<file path="config.mk">
export PLATFORM = sky130hd
export DESIGN_NAME = mem_arbiter
export DESIGN_NICKNAME = d
export VERILOG_FILES = /design/src/rtl/mips_mem_pkg.sv /design/src/rtl/mem_arb_pick.sv /design/src/rtl/mem_arbiter.sv
export SDC_FILE = /design/constraint.sdc
export NUM_CORES = 1
export LEC_CHECK = 0
export ABC_AREA = 0
export CORE_ASPECT_RATIO = 0.7
export CORE_MARGIN = 1.5
export CORE_UTILIZATION = 33
export CTS_BUF_LIST = sky130_fd_sc_hd__clkbuf_8
export CTS_CLUSTER_SIZE = 14
export DETAILED_ROUTE_END_ITERATION = 8
export PLACE_DENSITY = 0.82
export REMOVE_ABC_BUFFERS = 1
export SLEW_MARGIN = 25
export SYNTH_ARGS = -nofsm -noshare
export SYNTH_HDL_FRONTEND = slang
export SYNTH_SLANG_ARGS = --single-unit
export TNS_END_PERCENT = 5
</file>
<file path="constraint.sdc">
create_clock -name clk -period 1.7 [get_ports clk]
set_clock_uncertainty 0.1 [all_clocks]
set_input_delay 0.17 -clock clk [delete_from_list [all_inputs] [get_ports clk]]
set_output_delay 0.17 -clock clk [all_outputs]
set_load 0.01 [all_outputs]
</file>
<file path="src/rtl/mips_mem_pkg.sv">
// Shared types and constants for the data-memory arbiter.
// Holds the FSM encoding, port indices and default bus widths.
package mips_mem_pkg;

    typedef enum logic {
        IDLE   = 1'b0,
        LOCKED = 1'b1
    } arb_state_t;

    localparam int PORT_CPU   = 0;
    localparam int PORT_DMA   = 1;
    localparam int ADDR_W_DEF = 10;
    localparam int DATA_W_DEF = 32;

endpackage

</file>
<file path="src/rtl/mem_arb_pick.sv">
// Combinational 2-way picker: one-hot winner from requests.
// ptr is the last winner; fixed forces ties to port 0.
module mem_arb_pick (
    input  logic [1:0] req,
    input  logic       ptr,
    input  logic       fixed,
    output logic [1:0] win
);

    always_comb begin
        win = req;
        if (req == 2'b11) begin
            win = (fixed || ptr) ? 2'b01 : 2'b10;
        end
    end

endmodule

</file>
<file path="src/rtl/mem_arbiter.sv">
// Two-port arbiter for the single-port data memory, with locked bursts.
// Define MEM_ARB_FIXED_PRIO_EN to replace round-robin ties by port-0 priority.
module mem_arbiter
    import mips_mem_pkg::*;
#(
    parameter int ADDR_W    = ADDR_W_DEF,
    parameter int DATA_W    = DATA_W_DEF,
    parameter int MAX_BURST = 4
) (
    input  logic              clk,
    input  logic              rst_n,
    input  logic              req0,
    input  logic              req1,
    input  logic              lock0,
    input  logic              lock1,
    input  logic              we0,
    input  logic              we1,
    input  logic [ADDR_W-1:0] addr0,
    input  logic [ADDR_W-1:0] addr1,
    input  logic [DATA_W-1:0] wdata0,
    input  logic [DATA_W-1:0] wdata1,
    output logic              gnt0,
    output logic              gnt1,
    output logic              rvalid0,
    output logic              rvalid1,
    output logic [DATA_W-1:0] rdata0,
    output logic [DATA_W-1:0] rdata1,
    output logic              mem_write_enable,
    output logic [ADDR_W-1:0] mem_addr,
    output logic [DATA_W-1:0] mem_write_data,
    input  logic [DATA_W-1:0] mem_read_data
);

    localparam logic [3:0] MAX_B    = 4'(MAX_BURST);
    localparam bit         BURST_EN = (MAX_BURST > 1);

    arb_state_t state;
    logic       owner;
    logic [3:0] cnt;
    logic [1:0] req;
    logic [1:0] lock;
    logic [1:0] win;
    logic [1:0] gnt;
    logic       ptr;
    logic       fixed;

    assign req[PORT_CPU]  = req0;
    assign req[PORT_DMA]  = req1;
    assign lock[PORT_CPU] = lock0;
    assign lock[PORT_DMA] = lock1;

`ifdef MEM_ARB_FIXED_PRIO_EN
    assign fixed = 1'b1;
    assign ptr   = 1'b1;
`else
    logic ptr_q;
    assign fixed = 1'b0;
    assign ptr   = ptr_q;
`endif

    mem_arb_pick u_pick (
        .req   (req),
        .ptr   (ptr),
        .fixed (fixed),
        .win   (win)
    );

    // Grant is forced low while reset is held, even mid-burst.
    always_comb begin
        gnt = 2'b00;
        if (rst_n) begin
            if (state == LOCKED) begin
                gnt[owner] = req[owner];
            end else begin
                gnt = win;
            end
        end
    end

    assign gnt0 = gnt[PORT_CPU];
    assign gnt1 = gnt[PORT_DMA];

    always_comb begin
        mem_write_enable = 1'b0;
        mem_addr         = '0;
        mem_write_data   = '0;
        if (gnt0) begin
            mem_write_enable = we0;
            mem_addr         = addr0;
            mem_write_data   = wdata0;
        end else if (gnt1) begin
            mem_write_enable = we1;
            mem_addr         = addr1;
            mem_write_data   = wdata1;
        end
    end

    always_ff @(posedge clk or negedge rst_n) begin
        if (!rst_n) begin
            state   <= IDLE;
            owner   <= 1'b0;
            cnt     <= '0;
            rvalid0 <= 1'b0;
            rvalid1 <= 1'b0;
            rdata0  <= '0;
            rdata1  <= '0;
`ifndef MEM_ARB_FIXED_PRIO_EN
            ptr_q   <= 1'b1;
`endif
        end else begin
            rvalid0 <= gnt0 & ~we0;
            rvalid1 <= gnt1 & ~we1;
            if (gnt0 && !we0) rdata0 <= mem_read_data;
            if (gnt1 && !we1) rdata1 <= mem_read_data;
            unique case (state)
                IDLE: begin
                    if (|win) begin
`ifndef MEM_ARB_FIXED_PRIO_EN
                        ptr_q <= win[PORT_DMA];
`endif
                        if (BURST_EN && lock[win[PORT_DMA]]) begin
                            state <= LOCKED;
                            owner <= win[PORT_DMA];
                            cnt   <= 4'd1;
                        end
                    end
                end
                LOCKED: begin
                    // Leaving a burst hands tie priority to the other port.
                    if (req[owner] && lock[owner] && (cnt + 4'd1) != MAX_B) begin
                        cnt <= cnt + 4'd1;
                    end else begin
                        state <= IDLE;
                        cnt   <= '0;
`ifndef MEM_ARB_FIXED_PRIO_EN
                        ptr_q <= owner;
`endif
                    end
                end
            endcase
        end
    end

endmodule

</file>
Word-level counts from Yosys, hierarchy flattened:

Index checks and enable logic that the tools add are counted.

* bits in writable memories: 0
* output and inout port bits: 111
* bits in latches: 0
* memories: 0
* register bits: 73
* memory bits (read-only): 0

* reduce and logical (&&, ||, !) cells: 11
* $lt $le $gt $ge: 3
* add/subtract/negate cells: 1
* bitwise operators: 6
* equal/unequal tests: 5
* shifts and indexed selects: 0
* div/mod/pow operators: 0
* mux-type cells: 29
* multipliers: 0

Operator list (count)
* two-way mux 32 bit: 2
* two-way mux 10 bit: 2
* two-way mux 1 bit: 14
* two-way mux 4 bit: 3
* two-way mux 2 bit: 4
* case mux 4 bit (2 select lines): 1
* inequality test 2 bit (second input constant): 3
* logical AND 1 bit: 5
* adder 4 x 1 -> 4 bit (second input constant): 1
* less-than comparator 1 x 2 -> 1 bit (second input constant): 2
* inequality test 4 x 3 -> 1 bit (second input constant): 1
* case mux 1 bit (2 select lines): 2
* AND reduction 2 bit: 2
* NOT 1 bit: 3
* AND reduction 3 bit: 1
* AND 1 bit: 2
* AND 2 bit: 1
* == test 2 bit (second input constant): 1
* logical NOT 1 bit: 2
* OR reduction 2 bit: 1
* demux 1 bit (select 1 bit): 1
* >= comparator 1 bit (second input constant): 1

Longest topological paths before layout:

Gate-level depths: netlist of the first run.

* depth in word-level cells: 9
* mapped depth: 8

By module:

From an unflattened synthesis of the first run, not the netlist that was laid out.

* cell total of the unflattened synthesis: 246
* area total of the unflattened synthesis: 3513.4 um^2

Modules (own cells, without submodules)
* mem_arbiter: sequential area each 1828.0 um^2, cells each 242, times used 1, area an instance 3490.8 um^2
* mem_arb_pick: sequential area each 0.0 um^2, cells each 4, times used 1, area an instance 22.5 um^2

Worst setup path before layout of the first run:

No wires, ideal clock.

* path kind: reg2reg
* start: register ptr_q (netlist: ptr)
* end: register rdata0[10]
* stages on the path, launching flop included: 8
* library setup time: 0.125 ns
* arrival time: 1.642 ns
* setup slack: -0.167 ns
* period minus slack after synthesis: 1.867 ns
* cell sequence: dfstp_2 -> nand2b_4 -> o2111a_1 -> buf_6 -> nor2b_4 -> buf_6 -> buf_8 -> mux2_4

* cells in the longest elaborated chain, start to end: 5

Ends and longest elaborated chain
* from (decl): RTL line mem_arbiter.sv:56 `logic ptr_q;`
* from (signal assigned): RTL line mem_arbiter.sv:119 `ptr_q <= win[PORT_DMA];`
* from (signal assigned): RTL line mem_arbiter.sv:136 `ptr_q <= owner;`
* two-way mux 2 bit: RTL line mem_arb_pick.sv:13 `win = (fixed || ptr) ? 2'b01 : 2'b10;`
* two-way mux 2 bit: RTL line mem_arb_pick.sv:12 `if (req == 2'b11) begin`
* two-way mux 2 bit: RTL line mem_arbiter.sv:72 `if (state == LOCKED) begin`
* two-way mux 2 bit: RTL line mem_arbiter.sv:71 `if (rst_n) begin`
* logical AND 1 bit: RTL line mem_arbiter.sv:113 `if (gnt0 && !we0) rdata0 <= mem_read_data;`
* to (signal assigned): RTL line mem_arbiter.sv:113
* to (decl): RTL line mem_arbiter.sv:26 `output logic [DATA_W-1:0] rdata0,`

No other way between the ends.
A chain may end at the register's enable or synchronous reset.

Worst setup path in the final report of the first run:

* start: register ptr_q (netlist: ptr)
* end: register rdata0[28]

The elaborated chain is that of the path after synthesis.

==> results of run 1 <==
## logic make-up after synthesis
family | Yosys count | synth area share
AND/OR/NAND/NOR | 20 | 0.03443
buffers and inverters | 21 | 0.04519
flip-flops | 73 | 0.5240
XOR/XNOR | 2 | 0.005022
multiplexers | 65 | 0.2410
adder cells (fa/ha/maj) | 2 | 0.007172
AO/OA/AOI/OAI | 59 | 0.1431
## metrics by stage
stage               total power, mW  worst slack, ns  hold WS (ns)  std cells
finish                        9.483          -0.4742        0.2297        644
detailed placement            7.602          -0.5803     -0.007058        614
global placement              7.463          -0.5592     -0.003838        614
CTS                           9.360          -0.4935        0.2177        637
global route                  9.957          -0.5352        0.2203        644
floorplan                     4.808           -1.834       -0.2256        224
## where the power goes
group / internal [mW] / leakage, nW / switching, mW
Sequential: 2.56 / 0.877 / 0.501
Combinational: 3.02 / 1.84 / 1.69
Clock: 0.992 / 0.122 / 0.722
## registers in the layout, indices dropped and copies added, names as in the netlist
| register | count |
|---|---|
| state | 1 |
| rdata0 | 32 |
| rvalid1 | 1 |
| ptr | 1 |
| rdata1 | 32 |
| owner | 1 |
| cnt | 4 |
| rvalid0 | 1 |
## timing repair
item / in CTS / in global routing
cloned: 3 / 4
endpoints found under the hold margin: 21 / 0
setup endpoints to repair: 115 / 118
pin swaps: 7 / 11
setup buffers: 3 / 3
gates resized for setup: 192 / 21
hold buffers: 1 / 0
## area by class of cell
class / count / area, sq um / share of cell area
repair buffers: 272 / 2671 / 0.4114
flip-flops and latches: 73 / 1828 / 0.2815
multi-input cells: 148 / 1568 / 0.2414
well taps: 132 / 165.2 / 0.02543
clock inverters: 7 / 126.4 / 0.01946
clock buffers: 9 / 123.9 / 0.01908
inverters: 3 / 11.26 / 0.001734
## cells in the mapped netlist, types with 2 or more instances
| library cell | number |
|---|---|
| dfrtp_1 | 72 |
| a22o_1 | 43 |
| mux2_2 | 35 |
| mux2_4 | 29 |
| clkbuf_1 | 8 |
| nand2_1 | 6 |
| buf_6 | 5 |
| o21ai_0 | 4 |
| buf_8 | 3 |
| inv_1 | 3 |
| nand3_1 | 3 |
| nor2_1 | 3 |
| buf_4 | 2 |
| ha_1 | 2 |
| nand3b_1 | 2 |
| nor2b_1 | 2 |
## worst max-delay path: stages, from the launching register on
cell,delay [ns]
dfstp_2,0.56
nand2b_4,0.13
o2111a_2,0.24
buf_12,0.15
buf_16,0.13
nor2b_4,0.16
buf_6,0.14
clkbuf_16,0.16
mux2_4,0.29
## worst min-delay path by stage
stage / cells past startpoint / start / slack (ns) / to
2_1_floorplan: 0 / rst_n / -0.23 / cnt[0]
3_3_place_gp: 2 / rst_n / -0.004 / owner
3_5_place_dp: 2 / rst_n / -0.007 / state
4_1_cts: 3 / rst_n / 0.22 / state
5_1_grt: 3 / rst_n / 0.22 / state
6_report: 3 / rst_n / 0.23 / state
## metal layers
metal	vias to the layer above	part of all wire	track usage
li1	1442	-	-
met1	1580	0.43	0.2650
met2	109	0.49	0.3806
met3	19	0.067	0.08737
met4	0	0.012	0.05956
met5	-	0	0
==> flow_metrics.env, run 1 <==
export IMPL_status="finished, violations left"
export IMPL_violations="design-rule violations, negative setup slack"
export IMPL_drtPass1Iterations=6
export IMPL_worst_slew_pin_slew_ns=0.6720
export IMPL_crit_type="flip-flop to flip-flop"
export IMPL_ant_nets=0
export IMPL_ff2ff_setup_slack_ns=-0.47
export IMPL_area_growth_pct=86.15
export IMPL_vias_per_cell=4.891
export IMPL_worstSetupEndpointType="flip-flop"
export IMPL_finalMaxSlewViolations=0
export IMPL_setup_slack_ns=-0.4742
export IMPL_grt_usage=0.2218
export IMPL_num_vias=3150
export IMPL_clkTransAtPathRegs_ns=0.08
export IMPL_crit_fanout=8
export IMPL_fin_crit_sh=1.279
export IMPL_start_kind="flip-flop"
export IMPL_final_common_cell="clkdlybuf4s50_1"
export IMPL_max_slew_margin=0.5520
export IMPL_cts_buffer_depth=2
export IMPL_rsz0062_at_grt="true"
export IMPL_grt_antenna_before_repair=0
export IMPL_htreeDepth=3
export IMPL_syn_inst=242
export IMPL_synth_flop_cell="dfrtp_1"
export IMPL_clockRootBuffer="clkbuf_8"
export IMPL_wl_per_cell_um=20.10
export IMPL_overflow=0
export IMPL_rows=31
export IMPL_critical_path_arrival_ns=2.31
export IMPL_die_area_sq_um=11210
export IMPL_yosys_warnings=0
export IMPL_cts_tree="done"
export IMPL_grt_max_degree=53
export IMPL_finalSetupTns_ns=-42.19
export IMPL_finalHoldViolations=0
export IMPL_max_freq_mhz=459.9
export IMPL_yosys_top_cells_area="dfrtp_1 52%, mux2_4 12%, mux2_2 11%"
export IMPL_rr_startpoint="ptr"
export IMPL_grt_pass1_vias=3280
export IMPL_place_hpwl_um=9056
export IMPL_drive_above_1_share=0.3418
export IMPL_synth_top_area_frac=0.5165
export IMPL_drc_errors=4
export IMPL_gp_congestion=0.8954
export IMPL_power_leakage_nw=2.843
export IMPL_placed_area_sq_um=6085
export IMPL_antenna_cells=0
export IMPL_coreArea_sq_um=10320
export IMPL_irDropWorstVdd_mv=1.014
export IMPL_post_route_util=0.6294
export IMPL_start_util=0.3381
export IMPL_clock_sinks=73
export IMPL_synth_area_sq_um=3488
export IMPL_drt_first_iter_violations=172
export IMPL_cellPowerDensity_nw_per_um2=1460
export IMPL_fin_nets=633
export IMPL_ys_ff_latch=73
export IMPL_worstSetupEndpoint="rdata0[28]"
export IMPL_crit_path_start="ptr"
export IMPL_min_period_ns=2.174
export IMPL_die_h_um=89.02
export IMPL_synth_area_per_cell_sq_um=14.41
export IMPL_grt_pass1_wl_um=18570
export IMPL_critPathRequiredTime_ns=1.84
export IMPL_numCtsBuffers=9
export IMPL_r2r_end="rdata0[28]"
export IMPL_synth_largest_area_cell="dfrtp_1"
export IMPL_die_w_um=125.9
export IMPL_hold_class="input port to async pin"
export IMPL_io_buffers=234
export IMPL_setup_viol=115
export IMPL_maxCapViolations=0
export IMPL_rr_worst_depth=8
export IMPL_ys_types=36
export IMPL_pin_count=235
export IMPL_fill_cells=804
export IMPL_synth_edff_count=0
export IMPL_stdcell_area_sq_um=6494
export IMPL_insertion_delay_ns=0.35
export IMPL_final_cell_mix="188 x clkdlybuf4s50_1, 72 x dfrtp_1, 42 x a22o_1, 37 x buf_2, 34 x mux2_4"
export IMPL_async_flop_share=1.000
export IMPL_ys_seq_area_frac=0.5240
export IMPL_routed_wl_um=12940
No activity file was read; power rests on OpenSTA's default activity.
==> run 2, diff against run 1 <==
Settings changed: SKIP_LAST_GASP from default to 1.
==> run 2 against run 1 <==
Net effect: the flow still finishes with violations (design-rule violations, negative setup slack); register-to-register slack about the same; design area down 1.1%; final cell count rose by 0.31%; worst hold slack lost 0.011 ns; combinational power down 1%; critical path depth unchanged; largest power group unchanged.
==> flow_metrics.env, run 2 (synthesized netlist as in run 1, its figures left out) <==
export IMPL_grt_pass1_wl_um=18280
export IMPL_finalSetupTns_ns=-42.94
export IMPL_cts_buffer_depth=2
export IMPL_rsz0062_at_grt="true"
export IMPL_crit_type="flip-flop to flip-flop"
export IMPL_start_kind="flip-flop"
export IMPL_stdcell_count=646
export IMPL_die_h_um=89.02
export IMPL_htreeDepth=3
export IMPL_rows=31
export IMPL_p_total_mw=9.393
export IMPL_numCtsBuffers=9
export IMPL_finalMaxSlewViolations=0
export IMPL_pin_count=235
export IMPL_status="finished, violations left"
export IMPL_grt_usage=0.2188
export IMPL_drive_above_1_share=0.3307
export IMPL_clockRootBuffer="clkbuf_8"
export IMPL_clkTransAtPathRegs_ns=0.08
export IMPL_critPathRequiredTime_ns=1.84
export IMPL_gp_congestion=0.8954
export IMPL_holdWs_ns=0.2191
export IMPL_die_w_um=125.9
export IMPL_insertion_delay_ns=0.35
export IMPL_wl_per_cell_um=19.77
export IMPL_violations="design-rule violations, negative setup slack"
export IMPL_ant_nets=0
export IMPL_fin_nets=635
export IMPL_worstSetupEndpointType="flip-flop"
export IMPL_routed_wl_um=12770
export IMPL_worstPathCellList="nand2b_4, o2111a_2, buf_12, buf_16, nor2b_4, buf_6, buf_6, mux2_4"
export IMPL_hold_class="input port to async pin"
export IMPL_crit_fanout=8
export IMPL_grt_antenna_before_repair=0
export IMPL_vias_per_cell=4.845
export IMPL_cts_tree="done"
export IMPL_drt_first_iter_violations=219
export IMPL_pre_cts_ws_ns=-0.5803
export IMPL_maxCapViolations=0
export IMPL_num_vias=3130
export IMPL_cellPowerDensity_nw_per_um2=1463
export IMPL_post_route_util=0.6224
export IMPL_stdcell_area_sq_um=6421
export IMPL_grt_pass1_vias=3194
export IMPL_overflow=0
export IMPL_io_buffers=234
export IMPL_cp_slowest_cell="dfstp_2"
export IMPL_worst_path_buf_inv=4
export IMPL_max_freq_mhz=459.7
export IMPL_crit_top_cell="buf_6"
export IMPL_place_hpwl_um=9056
export IMPL_placed_area_sq_um=6085
export IMPL_finalHoldViolations=0
export IMPL_setup_slack_ns=-0.4755
export IMPL_clock_sinks=73
export IMPL_min_period_ns=2.176
export IMPL_power_leakage_nw=2.823
export IMPL_final_cell_mix="189 x clkdlybuf4s50_1, 72 x dfrtp_1, 42 x a22o_1, 35 x mux2_2, 30 x buf_2"
export IMPL_max_slew_margin=0.5545
export IMPL_reg_top3="rdata0 x32, rdata1 x32, cnt x4"
export IMPL_setup_viol=117
export IMPL_die_area_sq_um=11210
export IMPL_grt_max_degree=53
export IMPL_drc_errors=4
export IMPL_final_common_cell="clkdlybuf4s50_1"
export IMPL_irDropWorstVdd_mv=1.013
export IMPL_fin_crit_sh=1.280
export IMPL_antenna_cells=0
export IMPL_start_util=0.3381
export IMPL_area_growth_pct=84.07
export IMPL_dp_cells=614
export IMPL_ff2ff_setup_slack_ns=-0.48
export IMPL_critical_path_arrival_ns=2.31
export IMPL_drtPass1Iterations=6
export IMPL_coreArea_sq_um=10320
export IMPL_slowest_delay_ns=0.56
export IMPL_worst_slew_pin_slew_ns=0.6682
export IMPL_cpLargestDelayFamily="flip-flops"
run 2: changes by cell type in the layout (fill, tap and decap cells not counted), moves of 5 or more:
cell,delta
mux2_4,-5
mux2_2,+5
clkbuf_2,+12
buf_6,-6
buf_2,-7
run 2: final timing paths:
path	start	endpoint	depth (start not counted)
min	rst_n	state	3
min in group clk	mem_read_data[31]	rdata1[31]	2
max in group asynchronous	rst_n	rdata1[3]	4
max reg2reg	ptr	rdata0[25]	8
min reg2reg	rdata1[31]	rdata1[31]	1
max	ptr	rdata0[25]	8
run 2: final cells by class:
type	instances	area (sq um)
Fill cell	808	3896
Timing Repair Buffer	274	2646
Tap cell	132	165.2
Sequential cell	73	1828
Clock buffer	9	123.9
Inverter	3	11.26
Multi-Input combinational cell	148	1520
Clock inverter	7	126.4
run 2: power by group:
| group | internal, mW | leakage [nW] | total [mW] | switching (mW) |
|---|---|---|---|---|
| Clock | 0.992 | 0.122 | 1.71 | 0.717 |
| Combinational | 2.96 | 1.82 | 4.64 | 1.68 |
| Sequential | 2.56 | 0.877 | 3.04 | 0.488 |
| Total | 6.51 | 2.82 | 9.39 | 2.89 |
run 2: what timing repair did:
| item | CTS | global route |
|---|---|---|
| pin swaps | 4 | 4 |
| endpoints found under the setup margin | 115 | 118 |
| cloned | 3 | 4 |
| hold buffers | 1 | 0 |
| hold endpoints to repair | 21 | 0 |
| buffers inserted | 3 | 5 |
| resized for setup | 132 | 45 |
run 2: metal layers:
metal | global-route usage | share of wire | vias up
met3 | 0.08139 | 0.066 | 11
met2 | 0.3721 | 0.49 | 101
met4 | 0.05016 | 0.0088 | 0
met5 | 0 | 0 | -
li1 | - | - | 1442
met1 | 0.2701 | 0.44 | 1576
run 2: worst register-to-register path: stages (launching register included):
cell      delay [ns]
dfstp_2         0.56
nand2b_4        0.13
o2111a_2        0.24
buf_12          0.15
buf_16          0.13
nor2b_4         0.16
buf_6           0.13
buf_6           0.15
mux2_4          0.30
